<file path="config.mk">
export PLATFORM = sky130hd
export DESIGN_NAME = torq_calc_scheduler
export DESIGN_NICKNAME = d
export VERILOG_FILES = /design/src/rtl/torq_sched_pkg.sv /design/src/rtl/torq_sched_fifo.sv /design/src/rtl/torq_calc_scheduler.sv
export SDC_FILE = /design/constraint.sdc
export NUM_CORES = 1
export LEC_CHECK = 0
export CAP_MARGIN = 10
export CORE_UTILIZATION = 57
export CTS_CLUSTER_DIAMETER = 80
export DETAILED_ROUTE_END_ITERATION = 8
export GPL_ROUTABILITY_DRIVEN = 0
export GPL_TIMING_DRIVEN = 1
export PLACE_DENSITY = 0.94
export SETUP_SLACK_MARGIN = 0.5
export SYNTH_ARGS = -nofsm -noshare
export SYNTH_HDL_FRONTEND = slang
export SYNTH_HIERARCHICAL = 1
export SYNTH_SLANG_ARGS = --single-unit
</file>
<file path="constraint.sdc">
create_clock -name aclk -period 6.7 [get_ports aclk]
set_input_delay 2.01 -clock aclk [delete_from_list [all_inputs] [get_ports aclk]]
set_output_delay 2.01 -clock aclk [all_outputs]
set_load 0.03 [all_outputs]
</file>
<file path="src/rtl/torq_sched_pkg.sv">
// Shared constants, state encoding, tag format and saturation helper for the
// torque calculation scheduler.
package torq_sched_pkg;

  // Default Q-format: Iq (Q15.0) x Kt (Q2.15) -> shift right 15 to get Q15.0 torque
  localparam int                FRAC_SH  = 15;
  localparam logic [17:0]       KT_RESET = 18'h08000;   // 1.0 in Q2.15
  localparam logic signed [15:0] SAT_MAX = 16'sh7FFF;
  localparam logic signed [15:0] SAT_MIN = 16'sh8000;

  // Channel field is sized for the largest supported requester count (8)
  localparam int CH_MAX_W = 3;

  typedef enum logic [1:0] {
    IDLE,
    RUN,
    DRAIN
  } state_e;

  typedef struct packed {
    logic                valid;
    logic [CH_MAX_W-1:0] ch;
  } tag_t;

  typedef struct packed {
    logic        ovf;
    logic [15:0] value;
  } sat_t;

  // Clamp a shifted 48-bit product to signed 16 bits and flag the clamp
  function automatic sat_t sat16(input logic signed [47:0] r);
    sat_t s;
    if (r > 48'sd32767) begin
      s.ovf   = 1'b1;
      s.value = SAT_MAX;
    end else if (r < -48'sd32768) begin
      s.ovf   = 1'b1;
      s.value = SAT_MIN;
    end else begin
      s.ovf   = 1'b0;
      s.value = r[15:0];
    end
    return s;
  endfunction

endpackage

</file>
<file path="src/rtl/torq_sched_fifo.sv">
// Synchronous show-ahead FIFO: rd_data presents the head entry whenever
// empty is low; pop consumes it. Pushes into a full FIFO are dropped.
module torq_sched_fifo #(
  parameter int  WIDTH = 19,
  parameter int  DEPTH = 8,
  localparam int PTR_W = (DEPTH > 1) ? $clog2(DEPTH) : 1,
  localparam int CNT_W = $clog2(DEPTH + 1)
) (
  input  logic             clk,
  input  logic             rst,
  input  logic             push,
  input  logic [WIDTH-1:0] push_data,
  input  logic             pop,
  output logic [WIDTH-1:0] rd_data,
  output logic             empty,
  output logic [CNT_W-1:0] count
);

  logic [WIDTH-1:0] mem_q [DEPTH];
  logic [PTR_W-1:0] wr_ptr_q, wr_ptr_d;
  logic [PTR_W-1:0] rd_ptr_q, rd_ptr_d;
  logic [CNT_W-1:0] count_q, count_d;
  logic             full;
  logic             do_push;
  logic             do_pop;

  assign full    = (count_q == CNT_W'(DEPTH));
  assign empty   = (count_q == '0);
  assign do_push = push && !full;
  assign do_pop  = pop && !empty;
  assign rd_data = mem_q[rd_ptr_q];
  assign count   = count_q;

  // Pointer wrap and occupancy bookkeeping
  always_comb begin
    // NOTE: every combinational output gets a default first so no path leaves it unassigned (no latch).
    wr_ptr_d = wr_ptr_q;
    rd_ptr_d = rd_ptr_q;
    count_d  = count_q;
    if (do_push) begin
      wr_ptr_d = (wr_ptr_q == PTR_W'(DEPTH - 1)) ? '0 : wr_ptr_q + PTR_W'(1);
    end
    if (do_pop) begin
      rd_ptr_d = (rd_ptr_q == PTR_W'(DEPTH - 1)) ? '0 : rd_ptr_q + PTR_W'(1);
    end
    case ({do_push, do_pop})
      2'b10:   count_d = count_q + CNT_W'(1);
      2'b01:   count_d = count_q - CNT_W'(1);
      default: count_d = count_q;
    endcase
  end

  // Pointer and count registers
  always_ff @(posedge clk) begin
    if (rst) begin
      // NOTE: sequential state uses non-blocking assignment so all flops update from pre-edge values.
      wr_ptr_q <= '0;
      rd_ptr_q <= '0;
      count_q  <= '0;
    end else begin
      wr_ptr_q <= wr_ptr_d;
      rd_ptr_q <= rd_ptr_d;
      count_q  <= count_d;
    end
  end

  // Storage array
  always_ff @(posedge clk) begin
    // NOTE: storage is not reset; an empty count already hides stale entries and keeps this a plain RAM.
    if (do_push) begin
      mem_q[wr_ptr_q] <= push_data;
    end
  end

endmodule

</file>
<file path="src/rtl/torq_calc_scheduler.sv">
// Round-robin scheduler sharing one external multiplier between N_CH current
// requesters. Computes torque = Iq * Kt >>> FRAC_SH with 16-bit saturation and
// returns channel-tagged results through a credit-protected output FIFO.
module torq_calc_scheduler
  import torq_sched_pkg::state_e, torq_sched_pkg::IDLE, torq_sched_pkg::RUN,
         torq_sched_pkg::DRAIN, torq_sched_pkg::tag_t, torq_sched_pkg::sat_t,
         torq_sched_pkg::sat16, torq_sched_pkg::CH_MAX_W;
#(
  parameter int              N_CH       = 4,
  parameter int              DATA_W     = 16,
  parameter int              KT_W       = 18,
  parameter int              FRAC_SH    = torq_sched_pkg::FRAC_SH,
  parameter int              DSP_LAT    = 4,
  parameter int              FIFO_DEPTH = 8,
  parameter logic [KT_W-1:0] KT_RESET   = torq_sched_pkg::KT_RESET,
  localparam int             CH_W       = $clog2(N_CH),
  localparam int             CNT_W      = $clog2(FIFO_DEPTH + 1)
) (
  input  logic                     aclk,
  input  logic                     areset,
  input  logic                     enable,
  input  logic                     cfg_we,
  input  logic [CH_W-1:0]          cfg_addr,
  input  logic [KT_W-1:0]          cfg_wdata,
  input  logic [N_CH-1:0]          req_valid,
  input  logic [N_CH*DATA_W-1:0]   req_iq,
  output logic [N_CH-1:0]          req_ready,
  output logic [DATA_W-1:0]        dsp_a,
  output logic [KT_W-1:0]          dsp_b,
  input  logic [47:0]              dsp_p,
  output logic                     m_axis_tvalid,
  output logic [31:0]              m_axis_tdata,
  input  logic                     m_axis_tready,
  output logic                     busy,
  output logic [15:0]              ovf_count
);

  localparam int TAG_STAGES = DSP_LAT + 1;
  localparam int FIFO_W     = CH_MAX_W + 16;

  state_e            state_q, state_d;
  logic              busy_q, busy_d;
  logic [KT_W-1:0]   kt_q [N_CH];
  logic [KT_W-1:0]   kt_d [N_CH];
  logic [CH_W-1:0]   last_grant_q, last_grant_d;
  tag_t              tag_q [TAG_STAGES];
  tag_t              tag_d [TAG_STAGES];
  logic [DATA_W-1:0] dsp_a_q, dsp_a_d;
  logic [KT_W-1:0]   dsp_b_q, dsp_b_d;
  logic [15:0]       ovf_q, ovf_d;

  logic              grant_found;
  logic [CH_W-1:0]   grant_idx;
  logic [CH_W-1:0]   cand;
  logic              grant_ok;
  logic [CNT_W-1:0]  inflight;
  logic [CNT_W:0]    occupancy;
  logic              credit_ok;

  logic [CNT_W-1:0]  fifo_count;
  logic              fifo_empty;
  logic [FIFO_W-1:0] fifo_rd_data;
  logic              fifo_push;
  logic [FIFO_W-1:0] fifo_push_data;
  logic              fifo_pop;

  tag_t              cap_tag;
  logic signed [47:0] shifted;
  sat_t              sat_res;

  // Credit: tags still in the multiplier pipe plus queued results must leave
  // room in the FIFO, so every capture is guaranteed a free slot.
  always_comb begin
    inflight = '0;
    for (int i = 0; i < TAG_STAGES; i++) begin
      inflight = inflight + CNT_W'(tag_q[i].valid);
    end
    occupancy = (CNT_W + 1)'(fifo_count) + (CNT_W + 1)'(inflight);
    credit_ok = (occupancy < (CNT_W + 1)'(FIFO_DEPTH));
  end

  // Round-robin search starting one past the last granted channel
  always_comb begin
    grant_found = 1'b0;
    grant_idx   = '0;
    cand        = '0;
    for (int i = 0; i < N_CH; i++) begin
      cand = last_grant_q + CH_W'(i + 1);
      if (!grant_found && req_valid[cand]) begin
        grant_found = 1'b1;
        grant_idx   = cand;
      end
    end
    grant_ok  = grant_found && credit_ok && (state_q == RUN);
    req_ready = grant_ok ? (N_CH'(1) << grant_idx) : '0;
  end

  // Operand registers, tag pipeline, Kt bank and arbiter pointer updates.
  // Operands read kt_q, so a Kt write to the granted channel lands next cycle.
  always_comb begin
    dsp_a_d      = dsp_a_q;
    dsp_b_d      = dsp_b_q;
    last_grant_d = last_grant_q;
    kt_d         = kt_q;
    if (cfg_we) begin
      kt_d[cfg_addr] = cfg_wdata;
    end
    if (grant_ok) begin
      dsp_a_d      = req_iq[grant_idx*DATA_W +: DATA_W];
      dsp_b_d      = kt_q[grant_idx];
      last_grant_d = grant_idx;
    end
    tag_d[0].valid = grant_ok;
    tag_d[0].ch    = CH_MAX_W'(grant_idx);
    for (int i = 1; i < TAG_STAGES; i++) begin
      tag_d[i] = tag_q[i-1];
    end
  end

  // Capture: the tag leaving the last stage lines up with the valid product
  always_comb begin
    cap_tag        = tag_q[TAG_STAGES-1];
    shifted        = $signed(dsp_p) >>> FRAC_SH;
    sat_res        = sat16(shifted);
    fifo_push      = cap_tag.valid;
    fifo_push_data = {cap_tag.ch, sat_res.value};
    ovf_d          = ovf_q;
    if (fifo_push && sat_res.ovf && (ovf_q != 16'hFFFF)) begin
      ovf_d = ovf_q + 16'd1;
    end
  end

  // Next-state logic for the run/drain controller
  always_comb begin
    state_d = state_q;
    unique case (state_q)
      IDLE:    if (enable) state_d = RUN;
      RUN:     if (!enable) state_d = DRAIN;
      DRAIN: begin
        if (enable) begin
          state_d = RUN;
        end else if ((inflight == '0) && fifo_empty) begin
          state_d = IDLE;
        end
      end
      default: state_d = IDLE;
    endcase
    busy_d = (state_d != IDLE);
  end

  // State, datapath and configuration registers
  always_ff @(posedge aclk) begin
    if (areset) begin
      state_q      <= IDLE;
      busy_q       <= 1'b0;
      last_grant_q <= CH_W'(N_CH - 1);
      dsp_a_q      <= '0;
      dsp_b_q      <= '0;
      ovf_q        <= '0;
      for (int i = 0; i < N_CH; i++) begin
        kt_q[i] <= KT_RESET;
      end
      for (int i = 0; i < TAG_STAGES; i++) begin
        tag_q[i] <= '0;
      end
    end else begin
      state_q      <= state_d;
      busy_q       <= busy_d;
      last_grant_q <= last_grant_d;
      dsp_a_q      <= dsp_a_d;
      dsp_b_q      <= dsp_b_d;
      ovf_q        <= ovf_d;
      kt_q         <= kt_d;
      tag_q        <= tag_d;
    end
  end

  assign fifo_pop = m_axis_tvalid && m_axis_tready;

  torq_sched_fifo #(
    .WIDTH (FIFO_W),
    .DEPTH (FIFO_DEPTH)
  ) u_fifo (
    .clk       (aclk),
    .rst       (areset),
    .push      (fifo_push),
    .push_data (fifo_push_data),
    .pop       (fifo_pop),
    .rd_data   (fifo_rd_data),
    .empty     (fifo_empty),
    .count     (fifo_count)
  );

  assign m_axis_tvalid = !fifo_empty;
  assign m_axis_tdata  = {{(32 - FIFO_W){1'b0}}, fifo_rd_data};
  assign dsp_a         = dsp_a_q;
  assign dsp_b         = dsp_b_q;
  assign busy          = busy_q;
  assign ovf_count     = ovf_q;

endmodule
</file>
==> impl_metrics.yaml <==
final_layout:
  final_nets: 1407
  area_delta_synth_final_pct: 24.29
  drive_gt1_frac: 0.1200
  diodes: 0
grt:
  grt_pass1_vias: 9173
  grt_usage: 0.2633
  antenna_found_initial: 0
  grt_first_pass_wirelength_um: 48510
  overflow: 0
  grt_max_degree: 93
min_path:
  whs_path_depth: 1
  hold_end: "tag_d[1]$_SDFF_PP0_"
  worstHoldStart: "tag_d[5]$_SDFF_PP0_"
  holdCritPathClass: "flop to flop"
setup_path:
  reg2regPathDepth: 12
  critPathMaxFanout: 16
  cp-end-kind: "output pin"
  cpPeakStageDelay_ns: 0.55
  cp.arrival_ns: 3.94
  reg2reg_from: "tag_d[3]$_SDFF_PP0_"
  worstReg2RegEnd: "dsp_b[8]$_SDFFE_PP0P_"
  worst_path_max_delay_cell: "clkdlybuf4s50_1"
  critPathKind: "input port to output pin"
  required_ns: 4.69
  critPathLaunchType: "input port"
  path_delay_family: "simple AND/OR/NAND/NOR gates"
  crit_path_cell_trace: "clkdlybuf4s50_1, nor2_1, a2111oi_2, nand2_1, nor3_1, buf_4"
  worstPathBufferInverterCount: 2
  r2r_setup_slack_ns: 3.10
placement:
  port_buffers: 200
  dpl.hpwl_um: 19070
floorplan:
  start_util: 0.5866
  core_um2: 22030
  die_w_um: 152.6
  top_level_ports: 229
  die_h_um: 152.6
  die_area_um2: 23270
  rows: 54
cts:
  postCtsResizedCells: 0
  cts_hold_buffers: 0
  cts.sinks: 307
  clk_latency_ns: 0.54
  clk_pin_slew_ns: 0.06
  cts_tree: "built"
  root_buffer: "clkbuf_16"
  numCtsBuffers: 30
  clockBufferDepth: 3
  postCtsSetupBuffers: 0
  cts_htree_levels: 1
logic_synthesis:
  synth_most_common_cell: "nand2_1"
  synth_top_area_frac: 0.3532
  synth.area.top_cells: "edfxtp_1 35%, dfxtp_1 24%, mux4_2 6.6%"
  ys_types: 58
  async_flop_share: 0
  netlist_instances: 1065
  synth_common_cells: "160 x nand2_1, 155 x dfxtp_1, 152 x edfxtp_1, 89 x a21oi_1, 72 x mux2i_1"
  synth_edf_count: 152
  syn_avg_cell_area_um2: 12.13
  yosysTopAreaCell: "edfxtp_1"
  synth-seq-cells: 307
  yosys_warnings: 6
  synthFlopType: "dfxtp_1"
  ys_seq_area_frac: 0.5934
  synth.cell_area_um2: 12920
status:
  status: "finished with violations"
  violations: "DRC"
sta:
  setup_viol: 0
  fin_crit_sh: 0.8878
  fmax_mhz: 168.1
  maxSlewViolCount: 0
  period_needed_ns: 5.948
  relSlewSlack: 0.2583
  tightestPinTransition_ns: 1.111
  rsz0062_at_grt: "false"
  skew_ns: 0.01573
  setup_tns_ns: 0
  finalHoldViolCount: 0
detailed_routing:
  drt-wirelength-per-cell_um: 19.88
  antenna_left: 0
  vias: 9072
  firstDrtPassIters: 9
  drc: 8
  first_iter_violations: 760
  routed_wl_um: 30920
  viasPerCell: 5.834
power:
  p_leak_nw: 5.536
  p_per_area_nw_per_um2: 249.3
  total_power_mw: 4.003
  peakVddDrop_mv: 0.1940
run:
  cap_violations: 0
[metrics by stage]
stage	worst slack [ns]	instance area, µm²	hold WS (ns)	util	std cells
2_1_floorplan	1.191	13000	0.4138	-	1085
3_3_place_gp	0.8100	15090	0.4179	0.6850	1501
3_5_place_dp	0.7797	15090	0.4266	0.6850	1501
4_1_cts	0.7616	16060	0.4397	0.7291	1555
5_1_grt	0.5603	16060	0.4594	0.7291	1555
6_report	0.7516	16060	0.4378	0.7291	1555
[layer usage]
layer,part of all wire,global-route usage
met2,0.52,0.4692
met5,0,0
met3,0.068,0.04295
met4,0.022,0.07359
met1,0.39,0.3310
[cells in the final DEF (no fill, tap or decap), types with 16 or more instances in the layout]
cell type,instances
dfxtp_1,154
o221ai_1,34
mux2_2,20
nand2_1,160
a21oi_1,89
conb_1,21
clkbuf_16,31
inv_1,16
clkdlybuf4s50_1,195
mux4_2,38
nand3b_1,40
nor2_1,64
buf_4,24
edfxtp_1,152
mux2i_1,72
[registers in the layout, indices dropped and copies added (netlist names), named ones only]
| signal | count |
|---|---|
| kt_q | 72 |
| dsp_b | 18 |
| cap_tag | 2 |
| u_fifo/mem_q | 152 |
| ovf_count | 16 |
| tag_d | 12 |
| u_fifo/rd_ptr_q | 3 |
| u_fifo/wr_ptr_q | 3 |
| last_grant_q | 2 |
| fifo_push | 1 |
| busy | 1 |
| state_q | 2 |
| u_fifo/count | 4 |
| dsp_a | 16 |
[report_power, final]
group          switching [mW]  internal [mW]
Clock                   0.674          0.980
Sequential             0.0166           2.00
Combinational           0.180          0.152
Total                   0.871           3.13
[logic make-up (layout without fill, tap and decap cells)]
| family | count (synthesis) | after routing | synth area share |
|---|---|---|---|
| buf+inv | 99 | 289 | 0.03835 |
| mux | 130 | 130 | 0.1394 |
| simple gates | 355 | 355 | 0.1339 |
| flops | 307 | 307 | 0.5934 |
| compound gates | 152 | 152 | 0.07544 |
| other cells | 1 | 21 | 0.0002902 |
| xor+xnor | 8 | 8 | 0.005423 |
| fa+ha+maj | 13 | 13 | 0.01375 |
[final cells by class]
type                    instances  area (µm²)
fillers                      1410        5967
repair buffers                219        2132
inverters                      16       60.06
clock buffers                  48       889.6
multi-input cells             679        4876
clock inverters                 6       82.58
flip-flops and latches        307        7669
well taps                     280       350.3
[worst max path at each step]
stage,startpoint,endpoint,cells past startpoint
3_5_place_dp,req_valid[3],req_ready[3],6
5_1_grt,req_valid[3],req_ready[2],7
3_3_place_gp,req_valid[3],req_ready[2],7
2_1_floorplan,req_valid[3],req_ready[0],7
6_report,req_valid[3],req_ready[3],6
4_1_cts,req_valid[3],req_ready[3],6
Note: power is estimated with default switching activity, not from simulation.
